### config.mk
export PLATFORM = sky130hd
export DESIGN_NAME = serial_to_parallel
export DESIGN_NICKNAME = d
export VERILOG_FILES = /design/src/rtl/serial_to_parallel.sv
export SDC_FILE = /design/constraint.sdc
export NUM_CORES = 1
export LEC_CHECK = 0
export CAP_MARGIN = 10
export CORE_MARGIN = 2
export CORE_UTILIZATION = 40
export CTS_CLUSTER_SIZE = 14
export DETAILED_ROUTE_END_ITERATION = 12
export PLACE_DENSITY = 0.67
export SYNTH_ARGS = -nofsm -noshare
export SYNTH_HDL_FRONTEND = slang
export SYNTH_SLANG_ARGS = --single-unit
### constraint.sdc
create_clock -name clk -period 2.3 [get_ports clk]
set_input_delay 0.345 -clock clk [delete_from_list [all_inputs] [get_ports clk]]
set_output_delay 0.345 -clock clk [all_outputs]
set_load 0.01 [all_outputs]
### src/rtl/serial_to_parallel.sv
// Byte-stream to word assembler: packs received bytes MSB-first into an N-bit word
// and holds it under a valid/ready handshake until the consumer takes it.
module serial_to_parallel #(
    parameter int N          = 256,
    parameter int BYTES_LOG2 = 5,
    parameter int TIMEOUT    = 1000000
) (
    input  logic         clk,
    input  logic         rst_n,
    input  logic         rx_valid,
    input  logic [7:0]   rx_byte,
    input  logic         tx_ready,
    output logic [N-1:0] tx_bytes,
    output logic         tx_valid,
    output logic         busy,
    output logic         overrun,
    output logic         timeout
);

    localparam int NBYTES = 1 << BYTES_LOG2;
    localparam int CW     = BYTES_LOG2 + 1;
    localparam int TW     = (TIMEOUT > 1) ? $clog2(TIMEOUT) : 1;
    localparam logic [TW-1:0] TIMER_LAST = TW'((TIMEOUT > 0) ? TIMEOUT - 1 : 0);
    localparam logic [CW-1:0] COUNT_LAST = CW'(NBYTES - 1);

    typedef enum logic [1:0] {
        IDLE    = 2'd0,
        COLLECT = 2'd1,
        FULL    = 2'd2
    } state_t;

    state_t         state_q,    state_d;
    logic [N-1:0]   shift_q,    shift_d;
    logic [CW-1:0]  count_q,    count_d;
    logic [TW-1:0]  timer_q,    timer_d;
    logic           tx_valid_q, tx_valid_d;
    logic           busy_q,     busy_d;
    logic           overrun_q,  overrun_d;
    logic           timeout_q,  timeout_d;

    // Shift works for N == 8 too, where the whole old word falls off the top.
    function automatic logic [N-1:0] shift_in(input logic [N-1:0] word, input logic [7:0] b);
        return (word << 8) | N'(b);
    endfunction

    always_comb begin
        state_d   = state_q;
        shift_d   = shift_q;
        count_d   = count_q;
        timer_d   = timer_q;
        overrun_d = 1'b0;
        timeout_d = 1'b0;

        case (state_q)
            IDLE: begin
                if (rx_valid) begin
                    shift_d = shift_in(shift_q, rx_byte);
                    timer_d = '0;
                    if (NBYTES == 1) begin
                        count_d = '0;
                        state_d = FULL;
                    end else begin
                        count_d = CW'(1);
                        state_d = COLLECT;
                    end
                end
            end

            COLLECT: begin
                if (rx_valid) begin
                    shift_d = shift_in(shift_q, rx_byte);
                    timer_d = '0;
                    if (count_q == COUNT_LAST) begin
                        count_d = '0;
                        state_d = FULL;
                    end else begin
                        count_d = count_q + CW'(1);
                    end
                end else if (TIMEOUT != 0) begin
                    if (timer_q == TIMER_LAST) begin
                        count_d   = '0;
                        timer_d   = '0;
                        timeout_d = 1'b1;
                        state_d   = IDLE;
                    end else begin
                        timer_d = timer_q + TW'(1);
                    end
                end
            end

            FULL: begin
                // A byte arriving on the handshake edge starts the next word.
                if (tx_valid_q && tx_ready) begin
                    if (rx_valid) begin
                        shift_d = shift_in(shift_q, rx_byte);
                        timer_d = '0;
                        if (NBYTES == 1) begin
                            count_d = '0;
                            state_d = FULL;
                        end else begin
                            count_d = CW'(1);
                            state_d = COLLECT;
                        end
                    end else begin
                        state_d = IDLE;
                    end
                end else if (rx_valid) begin
                    overrun_d = 1'b1;
                end
            end

            default: begin
                state_d = IDLE;
                count_d = '0;
                timer_d = '0;
            end
        endcase

        tx_valid_d = (state_d == FULL);
        busy_d     = (state_d == COLLECT);
    end

    always_ff @(posedge clk or negedge rst_n) begin
        if (!rst_n) begin
            state_q    <= IDLE;
            shift_q    <= '0;
            count_q    <= '0;
            timer_q    <= '0;
            tx_valid_q <= 1'b0;
            busy_q     <= 1'b0;
            overrun_q  <= 1'b0;
            timeout_q  <= 1'b0;
        end else begin
            state_q    <= state_d;
            shift_q    <= shift_d;
            count_q    <= count_d;
            timer_q    <= timer_d;
            tx_valid_q <= tx_valid_d;
            busy_q     <= busy_d;
            overrun_q  <= overrun_d;
            timeout_q  <= timeout_d;
        end
    end

    assign tx_bytes = shift_q;
    assign tx_valid = tx_valid_q;
    assign busy     = busy_q;
    assign overrun  = overrun_q;
    assign timeout  = timeout_q;

endmodule

# After elaboration in Yosys (flattened, before gate mapping)
# Cells that the tools add are included.
totals:
  inputBits: 12
  ff_bits: 288
  word_cells: 52
  out_inout_bits: 260
op_classes:
  n_mux: 27
  n_bitwise: 1
  n_reduce_logical: 6
  n_eq_ne: 8
  addsub: 2
ops:
  columns: ["cell", "n"]
  rows:
  - ["$mux W256", 2]
  - ["$pmux W256 S2", 1]
  - ["$or A256 B8 Y256", 1]
  - ["$mux W20", 4]
  - ["$pmux W20 S3", 1]
  - ["$mux W6", 5]
  - ["$add A20 B1 Y20 const B", 1]
  - ["$eq A20 B20 Y1 const B", 1]
  - ["$pmux W6 S3", 1]
  - ["$mux W2", 5]
  - ["$mux W1", 7]
  - ["$add A6 B1 Y6 const B", 1]
  - ["$eq A6 B5 Y1 const B", 1]
  - ["$pmux W2 S3", 1]
  - ["$eq A2 B1 Y1 const B", 2]
  - ["$eq A2 B2 Y1 const B", 2]
  - ["$reduce_and A2 Y1", 2]
  - ["$ne A3 B3 Y1 const B", 1]
  - ["$logic_not A2 Y1", 1]
  - ["$ne A2 B2 Y1 const B", 1]
  - ["$reduce_bool A2 Y1", 1]
  - ["$reduce_or A2 Y1", 1]
  - ["$logic_and A1 B1 Y1", 1]

# Depth between registers and ports, before layout
logic_depth:
  ltp_word: 5
  ltp_mapped: 7
  mapped_depth_nobuf: 6

# Worst setup path before layout
# No wires, ideal clock.
synth_path:
  path_type: "register to register"
  startpoint: "register timer_q[0]"
  endpoint: "register count_q[2]"
  setup_ns: 0.129
  path_slack_ns: 0.520
  n_path_buf: 1
  required_time_ns: 2.171
  stages_incl_launch_ff: 7
  arrival_time_ns: 1.650
  synth_period_minus_slack_ns: 1.780
  path_cell_list: "dfrtp_1 > ha_1 > nand3_4 > o41a_1 > buf_6 > o31ai_1 > o21ai_1"
synth_via:
  elab_chain_cells: 3
synth_lines:
  columns: ["item", "line", "source"]
  rows:
  - ["start: declaration", "35", "logic [TW-1:0] timer_q, timer_d;"]
  - ["start signal: assignment", "137", "timer_q <= timer_d;"]
  - ["$eq A20 B20 Y1", "80", "if (timer_q == TIMER_LAST) begin"]
  - ["$ne A3 B3 Y1 (no source line)", null, null]
  - ["$reduce_and A2 Y1 (no source line)", null, null]
  - ["end signal: assignment", "136", "count_q <= count_d;"]
  - ["end: declaration", "34", "logic [CW-1:0] count_q, count_d;"]
# Every way passes these cells.
# A chain may end at the register's enable or synchronous reset.

# Worst setup path after layout
# Ends and elaborated chain as after synthesis.

==> results.txt <==
Status: finished, final reports clean
GRT Total Usage: 17.06%
Post-synth top area cell: dfrtp_1
Worst slew pin tran: 0.5838 ns
Initial antenna violation count: 0
Unique cell type count in the Yosys netlist: 41
Synthesized area per cell: 15.12 sq um
Worst vdd ir: 0.7283 mV
Relative slew slack: 60.67%
Final ANT Viol Nets: 0
Dpl cells: 1,377
Part of the cycle the worst path needs: 85.38%
CTS root buf: clkbuf_16
Total Wirelength: 24,700 um
Final count of negative-setup-slack endpoints: 0
Yosys reg bits: 288
Via/cell ratio: 4.909
N_diodes: 0
Max Fclk: 509.2 MHz
M1 GR Usage: 24.81%
Unrepaired setup endpoints after global routing: false
Busiest layer in global routing: met2
Residual DRC: 0
Fill count: 2,289
Worst endpoint data arrival time: 2.39 ns
Number of synthesized flops with an enable pin: 0
IO Pins: 272
Mux cell area share after synthesis: 25.84%
Clk_lat worst skew: 0.54 ns
Compound-Gate Fraction of Synth Area: 3.095%
Pleak: 6.730 nW
Core ar.: 0.02763 sq mm
Top_reg_cell synth: dfrtp_1
Grt met3 use: 4.765%
FP Rows: 61
PortBufs: 271
Clock net sink count: 288
H-tree Lvls: 1
Simple-Gate Fraction of Synth Area: 4.329%
Vias in the first global route: 7,121
R2R Setup Slk: 0.34 ns
Gpl congestion: 0.7705
DRT iter0 DRCs: 442
Hold violation total from the final report: 0
Slew Limit Fails: 0
XOR/XNOR Fraction of Synth Area: 0%
Largest net degree at the start of global routing: 84
Layout Utilization: 56.53%
Fin cells: 1,433
Final setup TNS: 0 ns
WL/cell: 17.24 um
Largest family of logic cells by synthesized area: multiplexers
CTS tree: done
Maximum buffer depth of the clock tree: 3
Synth async-reset ratio: 100.0%
Nets: 1,046
PD cells: 1311 mW/mm^2
Die area: 0.02924 sq mm
Grt total ovfl: 0
Post-detail-place hpwl: 17,210 um
Area Overhead vs Synth: 39.98%
Synth Cell Area: 0.01116 sq mm
Layout cells sized above 1: 32.42%
Chip Height: 171.0 um
Crit path capture type: register
Met2 Usage GRT: 25.60%
R2R Path End: count_q[2]
Sequential fraction of the synthesis area: 64.60%
Area share of the largest cell type after synthesis: 64.60%
Post-Synthesis Net Count: 752
Num CTS Buffers: 30
Setup CP Type: reg -> reg
Vias: 7,035
Initial Util: 40.38%
# Max-Cap Violations: 0
First-pass GRT wire length: 40,340 um
Worst r2r src: timer_q[0]
Adder-cell area share of the yosys netlist: 0.2243%
DRT Pass-1 Iters: 5
Layout Skew: 0.005613 ns
Hold WC Path Type: in -> async
Ranking of synthesized cells by area: dfrtp_1 65%, mux2_2 26%, buf_2 1.3%, o21ai_0 0.94%, nand2_1 0.71%
Post-layout min period: 1.964 ns
CTS resizes: 0
Ys Warns: 0
Worst-path fanout max: 12
Crit start category: register
Hold_ws: 0.1932 ns
Required @ worst endpoint: 2.72 ns
DIE WIDTH: 171.0 um
Worst R2R Path Depth: 6
Clock slew at reported path FFs: 0.06 ns
Overall Power: 20.47 mW
Mapped Cells: 738
[registers in the layout, indices dropped and copies added (netlist names)]
register,flops
timeout,1
timer_q,20
state_q,2
count_q,6
overrun,1
busy,1
tx_valid,1
tx_bytes,256
[cell type report]
class | count | area, sq um | share of cell area [%]
Clock buffer | 42 | 875.8 | 5.608
Clock inverter | 13 | 203.9 | 1.306
Multi-Input combinational cell | 406 | 3739 | 23.94
Sequential cell | 288 | 7207 | 46.15
Tap cell | 378 | 473.0 | 3.028
Inverter | 7 | 26.28 | 0.1682
Timing Repair Buffer | 299 | 3093 | 19.80
[cell usage after synthesis (all sizes together), types with 2 or more instances]
library cell	number
o21a	2
o22ai	2
nor3	7
nand3b	2
o21ai	22
dfrtp	288
buf	32
inv	7
nand2b	2
nand4	10
nor2	17
mux2	256
o31ai	2
a21oi	14
clkbuf	5
and3	4
nand3	13
nor3b	2
or3	8
a31oi	7
nand2	21
ha	2
[power by group]
group          switching, mW  internal, mW  leakage [nW]  total (mW)
logic                   2.48          4.40          2.58        6.87
clock network           1.98          3.21         0.533        5.19
registers               1.53          6.88          3.62        8.41
total                   5.98          14.5          6.73        20.5
[cell families after synthesis]
logic type,Yosys count
flip-flops,288
multiplexers,256
AND/OR/NAND/NOR,91
AO/OA/AOI/OAI,57
buffers and inverters,44
adder cells (fa/ha/maj),2
[repair_timing]
item / CTS / global route
buffers inserted: 0 / 0
hold buffers: 1 / 0
hold endpoints to repair: 288 / 0
[stage by stage]
step | area [sq um] | worst slack (ns)
after floorplan | 11160 | 0.5204
after global placement | 14530 | 0.1866
after detailed placement | 14530 | 0.1583
after CTS | 15620 | 0.3430
after global routing | 15620 | 0.1670
final | 15620 | 0.3362
[cell usage in the layout, fill, tap and decap left out, types with 2 or more instances in the layout]
cell,Yosys,routed
a31oi_1,7,7
nand2b_1,2,2
a21oi_1,14,14
o21a_1,2,2
inv_1,7,7
o21ai_0,21,21
clkbuf_16,0,30
clkinv_2,0,6
mux2_2,256,256
bufinv_16,0,5
buf_12,0,13
nand4_1,10,10
o31ai_1,2,2
clkbuf_1,5,4
and3_1,3,3
clkdlybuf4s50_1,0,270
or3_1,8,8
clkbuf_8,0,8
dfrtp_1,288,288
nor2_1,17,17
o22ai_1,2,2
nor3_1,7,7
buf_4,1,14
nand3b_1,2,2
ha_1,2,2
nand3_1,12,12
nand2_1,21,21
[worst max-delay path by stage]
stage                     from             to
floorplan           timer_q[0]     count_q[2]
global placement      tx_ready  tx_bytes[152]
detailed placement    tx_ready  tx_bytes[138]
CTS                 timer_q[0]     count_q[2]
global route        timer_q[0]    timer_q[14]
finish              timer_q[0]     count_q[2]
[routing by layer]
layer,routed length [um],vias up
met3,1946,30
met2,10890,209
met1,11540,3542
met4,325,0
li1,-,3254
met5,0,-
[worst max-delay path: stages, from the launching register on]
cell and delay, ns:
dfrtp_1 0.43, ha_1 0.33, nand3_4 0.13, o41a_1 0.43, buf_4 0.19, o31ai_1 0.23
o21ai_1 0.10
(Power assumes the default switching activity.)
